### config.mk
export PLATFORM = sky130hd
export DESIGN_NAME = wb_write_arbiter_flat
export DESIGN_NICKNAME = d
export VERILOG_FILES = /design/src/rtl/wb_write_arbiter_if.sv /design/src/rtl/wb_write_arbiter.sv /design/src/flat_wrapper.sv
export SDC_FILE = /design/constraint.sdc
export NUM_CORES = 1
export LEC_CHECK = 0
export BUFFER_PORTS_ARGS = -buffer_cell sky130_fd_sc_hd__buf_2
export CAP_MARGIN = 20
export CORE_ASPECT_RATIO = 0.9
export CORE_MARGIN = 1.5
export CORE_UTILIZATION = 35
export DETAILED_ROUTE_END_ITERATION = 10
export GPL_TIMING_DRIVEN = 1
export PLACE_DENSITY = 0.6
export SYNTH_ARGS = -nofsm -noshare
export SYNTH_HDL_FRONTEND = slang
export SYNTH_SLANG_ARGS = --single-unit
### constraint.sdc
create_clock -name clk -period 2.7 [get_ports clk]
set_input_delay 0.27 -clock clk [delete_from_list [all_inputs] [get_ports clk]]
set_output_delay 0.27 -clock clk [all_outputs]
set_load 0.05 [all_outputs]
### src/rtl/wb_write_arbiter_if.sv
// Write-back arbiter bus: pipeline result, long-latency result and the
// register-file write port, grouped for the wb_write_arbiter block.
interface wb_write_arbiter_if #(
    parameter int DEPTH = 4
);
    localparam int CW = $clog2(DEPTH) + 1;

    logic          pipe_valid;
    logic [4:0]    pipe_reg;
    logic [31:0]   pipe_data;
    logic          pipe_stall;
    logic          lu_valid;
    logic          lu_ready;
    logic [4:0]    lu_reg;
    logic [31:0]   lu_data;
    logic          RegWrite;
    logic [4:0]    WriteReg;
    logic [31:0]   WriteData;
    logic [CW-1:0] fifo_count;

    // Result producers and register-file observer side
    modport master (
        output pipe_valid, pipe_reg, pipe_data, lu_valid, lu_reg, lu_data,
        input  pipe_stall, lu_ready, RegWrite, WriteReg, WriteData, fifo_count
    );

    // Arbiter side
    modport slave (
        input  pipe_valid, pipe_reg, pipe_data, lu_valid, lu_reg, lu_data,
        output pipe_stall, lu_ready, RegWrite, WriteReg, WriteData, fifo_count
    );
endinterface

### src/rtl/wb_write_arbiter.sv
// wb_write_arbiter: merges the in-order pipeline result and a FIFO of
// long-latency results onto the single register-file write port.
// Pipeline has priority; a starvation counter forces the FIFO head through
// after STARVE_MAX consecutive losses, stalling the pipeline that cycle.
// Optional macro WB_BYPASS_EN: an lu result arriving while the FIFO is empty
// and the pipeline is idle goes straight to the output register.
module wb_write_arbiter #(
    parameter int DEPTH      = 4,
    parameter int STARVE_MAX = 3
) (
    input  logic              clk,
    input  logic              rst,
    wb_write_arbiter_if.slave bus
);
    localparam int AW = $clog2(DEPTH);
    localparam int CW = AW + 1;
    localparam int SW = $clog2(STARVE_MAX + 1);
    localparam logic [SW-1:0] STARVE_LIM = SW'(STARVE_MAX);
    localparam logic [CW-1:0] DEPTH_C    = CW'(DEPTH);

    logic [36:0]   mem_r [DEPTH];
    logic [AW-1:0] wr_ptr_r;
    logic [AW-1:0] rd_ptr_r;
    logic [CW-1:0] count_r;
    logic [CW-1:0] count_next_s;
    logic [SW-1:0] starve_r;
    logic          lu_ready_r;
    logic          regwrite_r;
    logic [4:0]    writereg_r;
    logic [31:0]   writedata_r;

    logic          nonempty_s;
    logic          fifo_win_s;
    logic          pipe_win_s;
    logic          bypass_s;
    logic          push_s;
    logic          grant_s;
    logic [4:0]    grant_reg_s;
    logic [31:0]   grant_data_s;

    // Grant decision, push qualification and next FIFO occupancy
    always_comb begin
        nonempty_s   = (count_r != {CW{1'b0}});
        fifo_win_s   = nonempty_s && (!bus.pipe_valid || (starve_r == STARVE_LIM));
        pipe_win_s   = !fifo_win_s && bus.pipe_valid;
`ifdef WB_BYPASS_EN
        bypass_s     = !nonempty_s && !bus.pipe_valid && bus.lu_valid;
`else
        bypass_s     = 1'b0;
`endif
        push_s       = bus.lu_valid && lu_ready_r && !bypass_s;
        grant_s      = 1'b0;
        grant_reg_s  = 5'd0;
        grant_data_s = 32'd0;
        if (fifo_win_s) begin
            grant_s      = 1'b1;
            grant_reg_s  = mem_r[rd_ptr_r][36:32];
            grant_data_s = mem_r[rd_ptr_r][31:0];
        end else if (pipe_win_s) begin
            grant_s      = 1'b1;
            grant_reg_s  = bus.pipe_reg;
            grant_data_s = bus.pipe_data;
        end else if (bypass_s) begin
            grant_s      = 1'b1;
            grant_reg_s  = bus.lu_reg;
            grant_data_s = bus.lu_data;
        end else begin
            grant_s      = 1'b0;
        end
        case ({push_s, fifo_win_s})
            2'b10:   count_next_s = count_r + CW'(1);
            2'b01:   count_next_s = count_r - CW'(1);
            default: count_next_s = count_r;
        endcase
    end

    // FIFO storage; contents need no reset because the pointers gate them
    always_ff @(posedge clk) begin
        if (push_s) begin
            mem_r[wr_ptr_r] <= {bus.lu_reg, bus.lu_data};
        end
    end

    // Pointers, occupancy, starvation counter and write-port registers
    always_ff @(posedge clk or negedge rst) begin
        if (!rst) begin
            wr_ptr_r    <= {AW{1'b0}};
            rd_ptr_r    <= {AW{1'b0}};
            count_r     <= {CW{1'b0}};
            starve_r    <= {SW{1'b0}};
            lu_ready_r  <= 1'b1;
            regwrite_r  <= 1'b0;
            writereg_r  <= 5'd0;
            writedata_r <= 32'd0;
        end else begin
            if (push_s) begin
                wr_ptr_r <= wr_ptr_r + AW'(1);
            end
            if (fifo_win_s) begin
                rd_ptr_r <= rd_ptr_r + AW'(1);
            end
            count_r    <= count_next_s;
            lu_ready_r <= (count_next_s < DEPTH_C);
            if (!nonempty_s || fifo_win_s) begin
                starve_r <= {SW{1'b0}};
            end else if (pipe_win_s && (starve_r != STARVE_LIM)) begin
                starve_r <= starve_r + SW'(1);
            end
            if (grant_s) begin
                regwrite_r  <= (grant_reg_s != 5'd0);
                writereg_r  <= grant_reg_s;
                writedata_r <= grant_data_s;
            end else begin
                regwrite_r  <= 1'b0;
            end
        end
    end

    assign bus.pipe_stall = bus.pipe_valid && fifo_win_s;
    assign bus.lu_ready   = lu_ready_r;
    assign bus.RegWrite   = regwrite_r;
    assign bus.WriteReg   = writereg_r;
    assign bus.WriteData  = writedata_r;
    assign bus.fifo_count = count_r;
endmodule

### src/flat_wrapper.sv
// flat-port wrapper written by rule: the top's interface ports become plain ports
module wb_write_arbiter_flat 
#(
    parameter int DEPTH      = 4,
    parameter int STARVE_MAX = 3
)
  (clk, rst, bus_pipe_valid, bus_pipe_reg, bus_pipe_data, bus_lu_valid, bus_lu_reg, bus_lu_data, bus_pipe_stall, bus_lu_ready, bus_RegWrite, bus_WriteReg, bus_WriteData, bus_fifo_count);
  wb_write_arbiter_if #(.DEPTH(DEPTH)) bus_i ();
  input  logic clk;
  input  logic rst;
  input wire logic [$bits(bus_i.pipe_valid)-1:0] bus_pipe_valid;
  input wire logic [$bits(bus_i.pipe_reg)-1:0] bus_pipe_reg;
  input wire logic [$bits(bus_i.pipe_data)-1:0] bus_pipe_data;
  input wire logic [$bits(bus_i.lu_valid)-1:0] bus_lu_valid;
  input wire logic [$bits(bus_i.lu_reg)-1:0] bus_lu_reg;
  input wire logic [$bits(bus_i.lu_data)-1:0] bus_lu_data;
  output wire logic [$bits(bus_i.pipe_stall)-1:0] bus_pipe_stall;
  output wire logic [$bits(bus_i.lu_ready)-1:0] bus_lu_ready;
  output wire logic [$bits(bus_i.RegWrite)-1:0] bus_RegWrite;
  output wire logic [$bits(bus_i.WriteReg)-1:0] bus_WriteReg;
  output wire logic [$bits(bus_i.WriteData)-1:0] bus_WriteData;
  output wire logic [$bits(bus_i.fifo_count)-1:0] bus_fifo_count;
  assign bus_i.pipe_valid = bus_pipe_valid;
  assign bus_i.pipe_reg = bus_pipe_reg;
  assign bus_i.pipe_data = bus_pipe_data;
  assign bus_i.lu_valid = bus_lu_valid;
  assign bus_i.lu_reg = bus_lu_reg;
  assign bus_i.lu_data = bus_lu_data;
  assign bus_pipe_stall = bus_i.pipe_stall;
  assign bus_lu_ready = bus_i.lu_ready;
  assign bus_RegWrite = bus_i.RegWrite;
  assign bus_WriteReg = bus_i.WriteReg;
  assign bus_WriteData = bus_i.WriteData;
  assign bus_fifo_count = bus_i.fifo_count;
  wb_write_arbiter #(.DEPTH(DEPTH), .STARVE_MAX(STARVE_MAX)) u_core (.clk(clk), .rst(rst), .bus(bus_i));
endmodule
Word level (Yosys, flattened, before mapping)
Memory sizes are Yosys's and may differ from the RTL's.
Index checks and enable logic that the tools add are counted.
{"block": "totals", "ff_bits": 48, "latch_bits": 0, "mem_bits_rw": 148, "rom_bits": 0, "inputBits": 78, "output_inout_bits": 43, "elab_cells": 44, "mem_count": 1}
{"name": "u_core.mem_r", "words": 4, "width": 37, "rd": 1, "rd_ports_with_merged_regs": 0, "wr": 1, "line": "wb_write_arbiter.sv:21", "source": "logic [36:0] mem_r [DEPTH];"}
{"block": "classes", "add_sub_neg": 5, "n_mul": 0, "n_div": 0, "order_cmp": 1, "n_eq_ne": 4, "shifts": 0, "muxes": 12, "bitwise": 0, "n_reduce_logical": 13}
{"cell": "two-way mux 32 bit", "count": 2}
{"cell": "two-way mux 5 bit", "count": 2}
{"cell": "adder 2 x 1 -> 2 bit (second input constant)", "count": 3}
{"cell": "one-hot mux 3 bit (2 select lines)", "count": 1}
{"cell": "logical AND 1 bit", "count": 5}
{"cell": "two-way mux 1 bit", "count": 5}
{"cell": "nonzero test 5 bit", "count": 1}
{"cell": "equality test 2 bit (second input constant)", "count": 2}
{"cell": "two-way mux 2 bit", "count": 2}
{"cell": "adder 3 x 1 -> 3 bit (second input constant)", "count": 1}
{"cell": "zero test 1 bit", "count": 3}
{"cell": "less-than comparator 3 bit (second input constant)", "count": 1}
{"cell": "nonzero test 3 bit", "count": 1}
{"cell": "subtractor 3 x 1 -> 3 bit (second input constant)", "count": 1}
{"cell": "equality test 2 x 1 -> 1 bit (second input constant)", "count": 1}
{"cell": "logical OR 1 bit", "count": 2}
{"cell": "!= test 2 bit (second input constant)", "count": 1}
{"cell": "nonzero test 2 bit", "count": 1}

Longest topological paths before layout
Gate-level depths: netlist (run 1).
{"block": "depth", "word_depth": 9, "depth_mapped": 13, "mapped_depth_nobuf": 10}

Worst setup path after synthesis (run 1)
Ideal clock, no wire load.
{"block": "synth_timing", "kind": "flip-flop to flip-flop", "start": "reg with a tool-made name", "end": "reg u_core.lu_ready_r (netlist: u_core.bus.lu_ready)", "setup_ns": 0.079, "arrival_time_ns": 2.739, "required_time_ns": 2.621, "setup_slack_ns": -0.118, "stages_incl_launch_ff": 13, "path_buffers": 3, "period_less_slack_ns": 2.818, "path_cell_list": "dfrtp_1 or3_1 buf_2 nand2_1 inv_1 buf_4 buf_2 ha_1 fa_1 xnor2_1 nor2_1 xor2_1 inv_1"}
{"element": "to (signal assigned)", "line": "wb_write_arbiter.sv:103", "source": "lu_ready_r <= (count_next_s < DEPTH_C);"}
{"element": "to (decl)", "line": "wb_write_arbiter.sv:27", "source": "logic lu_ready_r;"}

==> results of run 1 <==
## final cells by class
type	count	area (um^2)	share of cell area
Sequential cell	196	5655	0.6150
Multi-Input combinational cell	185	1748	0.1901
Timing Repair Buffer	133	763.2	0.08300
Clock buffer	18	429.2	0.04667
Tap cell	286	357.8	0.03892
Clock inverter	14	222.7	0.02422
Inverter	5	18.77	0.002041
## cells in the mapped netlist (5+ instances only)
cell      instances  area (um^2)
buf_2            11        55.05
nand3_1           6        30.03
clkbuf_1          8        30.03
ha_1              6        75.07
xnor2_1           5        43.79
dfrtp_1          47         1176
inv_1             5        18.77
edfxtp_1        148         4444
a32oi_1          32        280.3
nand2_1          73        274.0
mux4_2           35        788.3
and3_1            5        31.28
## through the flow
stage | worst slack [ns] | hold WS, ns
5_1_grt | 0.2052 | 0.03550
6_report | 0.3968 | 0.04812
3_5_place_dp | 0.3960 | 0.4313
2_1_floorplan | 0.02696 | -0.02559
4_1_cts | 0.3786 | 0.02330
3_3_place_gp | 0.4156 | 0.4131
## power by group
| group | switching [uW] | internal (uW) |
|---|---|---|
| combinational | 2270 | 1190 |
| sequential | 369 | 3960 |
| clock | 1100 | 1660 |
| total | 3740 | 6810 |
## logic make-up (layout without fill, tap and decap cells)
group           count (synthesis)  in the layout  share of synthesized area
compound gates                 41             41                    0.04545
simple gates                   92             92                    0.05094
fa+ha+maj                       7              7                    0.01265
xor+xnor                        6              6                   0.006992
buf+inv                        29            170                    0.01781
mux                            39             39                     0.1149
flops                         196            196                     0.7513
## registers in the layout, summed over array words and instances (netlist names), named ones only
register	cells
u_core.bus.RegWrite	1
u_core.bus.WriteData	32
u_core.bus.WriteReg	5
u_core.bus.fifo_count	2
u_core.bus.lu_ready	1
u_core.mem_r	148
u_core.rd_ptr_r	2
u_core.starve_r	2
u_core.wr_ptr_r	2
## path summary, 6_finish.rpt
check | start | endpoint | slack, ns | depth (start not counted)
setup / recovery | register | u_core.bus.lu_ready$_DFF_PN1_ | 0.40 | 9
hold / removal | bus_lu_data[3] | u_core.mem_r[0][3]$_DFFE_PP_ | 0.05 | 1
setup reg to reg | register | u_core.bus.lu_ready$_DFF_PN1_ | 0.40 | 9
hold reg to reg | u_core.starve_r[0]$_DFFE_PN0P_ | u_core.starve_r[0]$_DFFE_PN0P_ | 0.45 | 1
max in group asynchronous | rst | u_core.bus.WriteData[29]$_DFFE_PN0P_ | 1.46 | 3
min in group asynchronous | rst | asynchronous set/reset pin | 0.48 | 2
## routing by layer
layer	track usage	wire length, um	up-vias
li1	-	-	1882
met1	0.1911	6822	2155
met2	0.2474	7772	103
met3	0.03989	835	21
met4	0.05164	207	4
met5	0	21	-
## cells in the final DEF, fill, tap and decap left out, drive strengths merged, types with 6 or more instances in the layout
cell,n
edfxtp,148
buf,132
nand2,73
dfrtp,47
mux4,37
a32oi,32
clkbuf,18
inv,9
nand3,6
ha,6
## what timing repair did
| action | in CTS | in global routing |
|---|---|---|
| gates resized for setup | 0 | 0 |
| endpoints found under the setup margin | 0 | 0 |
| hold buffers | 1 | 0 |
| hold endpoints to repair | 33 | 0 |
==> results.md, run 1 <==
- Setup bufs post-CTS: 0
- Critical-path cell list: or3_1 -> nand2_2 -> inv_2 -> ha_1 -> fa_1 -> xnor2_1 -> nor2_1 -> xor2_1 -> inv_1
- Area post-placement: 8533 um^2
- Routed wire per std cell: about 19 um
- Post-route ant nets: 0
- Mapped Nets: about 500
- Initial antenna violation count: 2
- Worst path arrival time: between 2 and 3 ns
- Main synth FF type: edfxtp_1
- Area growth syn-to-layout: 22.34%
- Placeable Area: between 20000 and 25000 um^2
- MaxCap Viol Count: 0
- Number of global-route vias before repair: around 4400
- Iter 0 DRT Violations: around 290
- Largest net degree at the start of global routing: 40
- Syn avg cell area: roughly 18 um^2
- Yosys warns: 0
- Pwr/cell area: 1148 nW/um^2
- Post-route cell area: about 9200 um^2
- CTS Root Buffer Type: clkbuf_16
- Post-synthesis cell count: between 400 and 500
- Die W: 157.5 um
- Synth cell types: 32
- Crit path buf inv count: 2
- Vias per cell: 4.976
- H-tree Lvls: 4
- Global route total overflow: 0
- Util after Layout: 0.4387
- Fillers: roughly 1900
- CTS tree: yes
- Die area: around 22000 um^2
- P_leak: about 0.0035 uW
- Number of max-slew violations in the final report: 0
- Tmin final: 2.303 ns
- Post-Route WL: roughly 16000 um
- Clock Skew: between 0.01 and 0.015 ns
- Fin Setup TNS: 0 ns
- CP endpoint kind: register
- Ant diodes: 0
- Fin. Hold Viols: 0
- Final period util: 0.8530
- Post-DP HPWL: around 10000 um
- Slowest stage delay, CP: around 0.53 ns
- Die Y: roughly 140 um
- Worst Setup Start Kind: register
- Family with the most delay on the worst path: simple AND/OR/NAND/NOR gates
- Normalized max-slew margin: 0.4334
- Placed cells: ~800
- Hold crit path type: input pin to register
- EDFF count, synth: 148
- Layout cells sized above 1: 0.3866
- Fmax: about 430 MHz
- RSZ-0062 raised after global routing: no
- CTS sink count: slightly below 200
- Slew of the pin with the lowest slew margin: 0.8499 ns
- Asr flop ratio synth: 0.2449
- Cell Rows: 50
- Final setup viols: 0
- Num CTS Buffers: 17
- Syn Std Cell Area: between 7000 and 8000 um^2
- Flops & latches, synth: 196
- I/O pin cnt: between 100 and 150
- Pre-antenna DRT Iters: 6
- Setup CP Type: register to register
- Final Non-Filler Cells: 837
- CTS Buffer Depth: 2
- Peak fanout along the critical path: 8
- Clock latency on the worst-skew pair: between 0.4 and 0.5 ns
- CP max-delay cell: or3_1
- Initial Utilization: 0.3586
- CP required: around 3 ns
- GPL Wtd Cong: 0.7350
- First-pass GRT wire length: between 20000 and 25000 um
- Tot Pwr: between 10000 and 15000 uW
- Sequential share of the synthesized area: 0.7513
- Status: complete, no violations
- Gr usage total: 0.1497
- # DRC: 0
- Worst-path clk slew: ~0.080 ns
- Peak supply drop: 0.4459 mV
- Final net count: just over 600
- Port bufs: between 100 and 150
- Routed via count: ~4200
Note: power is estimated with default switching activity, not from simulation.
==> run 2, diff against run 1 <==
RECOVER_POWER = 25   (was not set)
==> run 2 against run 1 <==
Maximum frequency is the same; non-clock buffer count stayed put; clock-buffer cell count unchanged; sequential cell count stayed put; critical path depth unchanged; sequential share of layout area rose by 0.24 points; via count decreased by 0.36%; clock skew about the same; global-route usage unchanged; cell area is 0.39% lower; hold slack gained 0.015 ns; critical endpoint unchanged.
==> results.md, run 2 (synthesis gave the netlist of run 1 again) <==
- Status: complete, no violations (unchanged)
- Met3 usage: 0.03989 (unchanged)
- Final period util: 0.8530 (about the same)
- Vias per cell: 4.958 (was 4.976)
- Global route total overflow: 0 (unchanged)
- Int Pwr: 6806 uW (was 6812 uW)
- Number of max-slew violations in the final report: 0 (unchanged)
- Final setup viols: 0 (unchanged)
- Fin. Hold Viols: 0 (unchanged)
- # DRC: 0 (unchanged)
- Initial Utilization: 0.3586 (unchanged)
- Most frequent cells in the layout: edfxtp_1, buf_2, nand2_1 (unchanged)
- Num CTS Buffers: 17 (unchanged)
- Clock Skew: 0.01429 ns (was 0.01446 ns)
- Global route hottest layer: met2 (unchanged)
- Post-Route WL: 15670 um (was 15660 um)
- Combinational share of power: 0.328 (about the same)
- Worst-path clk slew: 0.07 ns (was 0.08 ns)
- Layout cells sized above 1: 0.3339 (was 0.3866)
- Largest net degree at the start of global routing: 40 (unchanged)
- Final net count: 623 (unchanged)
- CTS tree: yes (unchanged)
- Worst Setup Start Kind: register (unchanged)
- Tmin final: 2.303 ns (about the same)
- Iter 0 DRT Violations: 290 (was 286)
- Die W: 157.5 um (unchanged)
- P_leak: 0.003437 uW (was 0.003517 uW)
- Area growth syn-to-layout: 21.86% (was 22.34%)
- MaxCap Viol Count: 0 (unchanged)
- Number of global-route vias before repair: 4436 (unchanged)
- I/O pin cnt: 121 (unchanged)
- Placeable Area: 20960 um^2 (unchanged)
- Port bufs: 120 (unchanged)
- Worst path arrival time: 2.67 ns (about the same)
- Die Y: 142.0 um (unchanged)
- GPL Wtd Cong: 0.7350 (unchanged)
- Routed via count: 4150 (was 4165)
- Peak fanout along the critical path: 8 (unchanged)
- Flop pwr share: 0.411 (was 0.410)
- Max reg flops: 148 (unchanged)
- Pwr/cell area: 1151 nW/um^2 (was 1148 nW/um^2)
- Pre-antenna DRT Iters: 6 (unchanged)
- H-tree Lvls: 4 (unchanged)
- Clock latency on the worst-skew pair: 0.44 ns (about the same)
- Post-DP HPWL: 10060 um (unchanged)
- Slew of the pin with the lowest slew margin: 0.8480 ns (was 0.8499 ns)
- Routed wire per std cell: 18.72 um (was 18.71 um)
- Cell Rows: 50 (unchanged)
- Util after Layout: 0.4370 (was 0.4387)
- Fmax: 434.2 MHz (unchanged)
- Most flops, register: u_core.mem_r (unchanged)
- CTS Buffer Depth: 2 (unchanged)
- Peak supply drop: 0.4463 mV (was 0.4459 mV)
- Most common cell after layout, fill and taps aside: edfxtp_1 (unchanged)
- Hold crit path type: input pin to register (unchanged)
- Gr usage total: 0.1497 (unchanged)
- CP required: 3.06 ns (about the same)
- Sw power: 3740 uW (was 3741 uW)
- Die area: 22360 um^2 (unchanged)
- First-pass GRT wire length: 24350 um (unchanged)
- Sw frac: 0.3546 (was 0.3545)
- Post-route ant nets: 0 (unchanged)
- CP endpoint kind: register (unchanged)
- CTS sink count: 196 (unchanged)
- Ant diodes: 0 (unchanged)
- Resized cells post-CTS: 0 (unchanged)
- Setup CP Type: register to register (unchanged)
- Met2 usage in global routing: 0.2474 (unchanged)
- Clk pwr share: 0.261 (about the same)
- Initial antenna violation count: 1 (was 2)
- Fin Setup TNS: 0 ns (unchanged)
- Normalized max-slew margin: 0.4347 (was 0.4334)
- CTS Root Buffer Type: clkbuf_16 (unchanged)
- Met1 usage: 0.1911 (unchanged)
- RSZ-0062 raised after global routing: no (unchanged)
[run 2: cell types whose count changed in the layout (fill, tap and decap cells not counted)]
cell | before | now
buf_2 | 120 | 91
clkbuf_1 | 1 | 30
[run 2: power by group through the flow]
stage	sequential (uW)	combinational [uW]	clock, uW
after floorplan	5310	1620	0
after global placement	4360	3500	0
after detailed placement	4410	3540	0
after CTS	4350	3550	2820
after global routing	4420	3730	2930
final	4330	3460	2750
[run 2: layout make-up]
cell class,instances,area [um^2]
clock buffers,18,429.2
clock inverters,14,222.7
fillers,1880,11800
inverters,5,18.77
multi-input cells,185,1748
flip-flops and latches,196,5655
well taps,286,357.8
repair buffers,133,726.9
[run 2: routing by layer]
metal,part of all wire,vias up
met1,0.43,2141
met4,0.013,2
li1,-,1881
met3,0.060,19
met5,0.00083,-
met2,0.49,107
[run 2: final timing paths]
| kind | from | end | slack [ns] | cells past startpoint |
|---|---|---|---|---|
| worst max-delay path | register | u_core.bus.lu_ready$_DFF_PN1_ | 0.40 | 9 |
| worst min-delay path | bus_lu_data[2] | u_core.mem_r[3][2]$_DFFE_PP_ | 0.06 | 1 |
| worst max register to register | register | u_core.bus.lu_ready$_DFF_PN1_ | 0.40 | 9 |
| worst min register to register | u_core.starve_r[0]$_DFFE_PN0P_ | u_core.starve_r[0]$_DFFE_PN0P_ | 0.45 | 1 |
| max in group asynchronous | rst | u_core.bus.WriteData[29]$_DFFE_PN0P_ | 1.47 | 3 |
| min in group asynchronous | rst | asynchronous set/reset pin | 0.48 | 2 |
[run 2: critical path, stage by stage (launching register included)]
cell	delay, ns
dfrtp_2	0.43
or3_1	0.53
nand2_2	0.14
inv_2	0.04
ha_1	0.22
fa_1	0.38
xnor2_1	0.13
nor2_1	0.11
xor2_1	0.19
inv_1	0.06
[run 2: repair_timing]
action | in CTS | in global routing
hold endpoints to repair | 33 | 0
endpoints found under the setup margin | 0 | 0
buffers inserted | 0 | 0
hold buffers | 1 | 0
[run 2: through the flow]
| step | total power [uW] | hold slack, ns | instances | cell area (um^2) | setup slack [ns] |
|---|---|---|---|---|---|
| finish | 10550 | 0.06304 | 837 | 9159 | 0.3968 |
| global route | 11080 | 0.06237 | 837 | 9159 | 0.2052 |
| CTS | 10720 | 0.02330 | 837 | 9195 | 0.3786 |
| detailed placement | 7953 | 0.4313 | 804 | 8533 | 0.3960 |
| global placement | 7864 | 0.4131 | 804 | 8533 | 0.4156 |
| floorplan | 6934 | -0.02559 | 410 | 7522 | 0.02696 |
==> run 3, diff against run 2 <==
SETUP_SLACK_MARGIN = 0.5   (was not set)
==> run 3 against run 2 <==
Utilization down 0.36 points; via count is 0.96% lower; total power shrank 4.0%; hold slack better by 0.0056 ns; clock-buffer cell count rose by 1; sequential cell count is the same; clock skew fell by 0.00081 ns; non-clock buffer count rose by 3; wire length increased by 3.2%; setup slack gained 0.20 ns; register-to-register slack gained 0.25 ns; clock power shrank 19%; critical endpoint is now bus_pipe_stall; largest cell class unchanged.
==> results.md, run 3 (synthesis gave the netlist of run 1 again) <==
- Iter 0 DRT Violations: 303 (was 290)
- Global route total overflow: 0 (unchanged)
- Port bufs: 120 (unchanged)
- Area of the multi-input gates: 1780 um^2 (was 1748 um^2)
- Worst Setup Start Kind: register (unchanged)
- Most flops, register: u_core.mem_r (unchanged)
- GPL Wtd Cong: 0.7697 (was 0.7350)
- Normalized max-slew margin: 0.5467 (was 0.4347)
- Placeable Area: 20960 um^2 (unchanged)
- Num CTS Buffers: 17 (unchanged)
- Pre-antenna DRT Iters: 4 (was 6)
- Initial antenna violation count: 1 (unchanged)
- Routed via count: 4110 (was 4150)
- Post-route ant nets: 0 (unchanged)
- Fillers: 1862 (was 1880)
- Most common cell after layout, fill and taps aside: edfxtp_1 (unchanged)
- Final net count: 626 (was 623)
- Layout cells sized above 1: 0.3375 (was 0.3339)
- P_leak: 0.003388 uW (was 0.003437 uW)
- Post-route cell area: 9084 um^2 (was 9159 um^2)
- Storage element area: 5653 um^2 (was 5655 um^2)
- Met1 Wirelength: 7039 um (was 6761 um)
- Vias per cell: 4.887 (was 4.958)
- Peak supply drop: 0.4390 mV (was 0.4463 mV)
- Pwr/cell area: 1114 nW/um^2 (was 1151 nW/um^2)
- Die Y: 142.0 um (unchanged)
- Final setup viols: 0 (unchanged)
- CP endpoint kind: output port (was register)
- Hold crit path type: input pin to register (unchanged)
- Setup CP Type: register to output port (was register to register)
- Worst path arrival time: 1.83 ns (was 2.67 ns)
- Clock latency on the worst-skew pair: 0.43 ns (was 0.44 ns)
- Most frequent cells in the layout: edfxtp_1, buf_2, nand2_1 (unchanged)
- Slew of the pin with the lowest slew margin: 0.6799 ns (was 0.8480 ns)
- Tmin final: 2.101 ns (was 2.303 ns)
- Number of global-route vias before repair: 4335 (was 4436)
- Initial Utilization: 0.3586 (unchanged)
- Fmax: 475.9 MHz (was 434.2 MHz)
- MaxCap Viol Count: 0 (unchanged)
- Final period util: 0.7783 (was 0.8530)
- Area growth syn-to-layout: 20.86% (was 21.86%)
- Cell Rows: 50 (unchanged)
- Top routing layer used: met4 (was met5)
- Util after Layout: 0.4334 (was 0.4370)
- Post-DP HPWL: 10300 um (was 10060 um)
- Post-Route WL: 16170 um (was 15670 um)
- CTS sink count: 196 (unchanged)
- WL met3: 944 um (was 934 um)
- Worst-path clk slew: 0.07 ns (about the same)
- Number of max-slew violations in the final report: 0 (unchanged)
- Gr usage total: 0.1518 (was 0.1497)
- Status: complete, no violations (unchanged)
- Fin. Hold Viols: 0 (unchanged)
- Family with the most delay on the worst path: simple AND/OR/NAND/NOR gates (unchanged)
- First-pass GRT wire length: 24470 um (was 24350 um)
- Clock Skew: 0.01348 ns (was 0.01429 ns)
- Max reg flops: 148 (unchanged)
- H-tree Lvls: 4 (unchanged)
- Largest net degree at the start of global routing: 40 (unchanged)
- CTS Root Buffer Type: clkbuf_16 (unchanged)
- I/O pin cnt: 121 (unchanged)
- CP max-delay cell: dfrtp_2 (was or3_1)
- RSZ-0062 raised after global routing: no (unchanged)
- CP required: 2.43 ns (was 3.06 ns)
- CTS Buffer Depth: 2 (unchanged)
- Peak fanout along the critical path: 5 (was 8)
- Met2 wire len: 8041 um (was 7754 um)
- CTS tree: yes (unchanged)
- Die area: 22360 um^2 (unchanged)
- Fin Setup TNS: 0 ns (unchanged)
- Area post-placement: 8551 um^2 (was 8533 um^2)
- # DRC: 0 (unchanged)
- Critical-path cell list: or3_4 -> buf_4 -> and3_1 -> buf_2 (was or3_1 -> nand2_2 -> inv_2 -> ha_1 -> fa_1 -> xnor2_1 -> nor2_1 -> xor2_1 -> inv_1)
- Crit path buf inv count: 2 (unchanged)
- Routed wire per std cell: 19.23 um (was 18.72 um)
- Slowest stage delay, CP: 0.44 ns (was 0.53 ns)
- Die W: 157.5 um (unchanged)
run 3: where the power goes:
part           internal (uW)  switching [uW]
clock                   1170            1070
combinational           1230            2330
sequential              3960             361
total                   6360            3760
run 3: layer usage:
layer  vias up  global-route usage
met5         -                   0
met4         0             0.04369
met3        10             0.04568
met2       120              0.2511
met1      2093              0.1938
li1       1887                   -
run 3: cell type report:
cell class	instances	share of cell area
multi-input cells	185	0.1960
well taps	286	0.03939
clock buffers	19	0.04766
flip-flops and latches	196	0.6223
diodes	1	0.0002755
repair buffers	136	0.08278
clock inverters	13	0.009504
inverters	5	0.002066
run 3: path summary, 6_finish.rpt:
check                                                      from                        endpoint  slack (ns)  cells after the start
max in group asynchronous                                   rst   u_core.bus.lu_ready$_DFF_PN1_        1.75                      3
min reg2reg                      u_core.starve_r[0]$_DFFE_PN0P_  u_core.starve_r[0]$_DFFE_PN0P_        0.46                      1
max                        u_core.bus.fifo_count[1]$_DFFE_PN0N_                  bus_pipe_stall        0.60                      4
max reg2reg                u_core.bus.fifo_count[1]$_DFFE_PN0N_   u_core.bus.lu_ready$_DFF_PN1_        0.65                      9
min                                               bus_lu_reg[3]   u_core.mem_r[0][35]$_DFFE_PP_        0.07                      1
min in group asynchronous                                   rst  u_core.wr_ptr_r[0]$_DFFE_PN0P_        0.30                      2
run 3: per-stage QoR:
step / setup slack (ns) / cells / total power, uW / hold WS (ns)
detailed placement: 0.3656 / 804 / 7974 / 0.1994
global route: 0.5049 / 840 / 10660 / 0.05619
global placement: 0.4836 / 804 / 7878 / 0.2055
finish: 0.5985 / 841 / 10120 / 0.06862
floorplan: 0.2323 / 410 / 6977 / -0.02559
CTS: 0.4936 / 837 / 10240 / 0.03255
run 3: what timing repair did:
item / CTS / global route
resized for setup: 2 / 2
hold buffers: 1 / 0
pin swaps: 0 / 2
endpoints found under the hold margin: 8 / 0
setup buffers: 0 / 3
endpoints found under the setup margin: 4 / 3
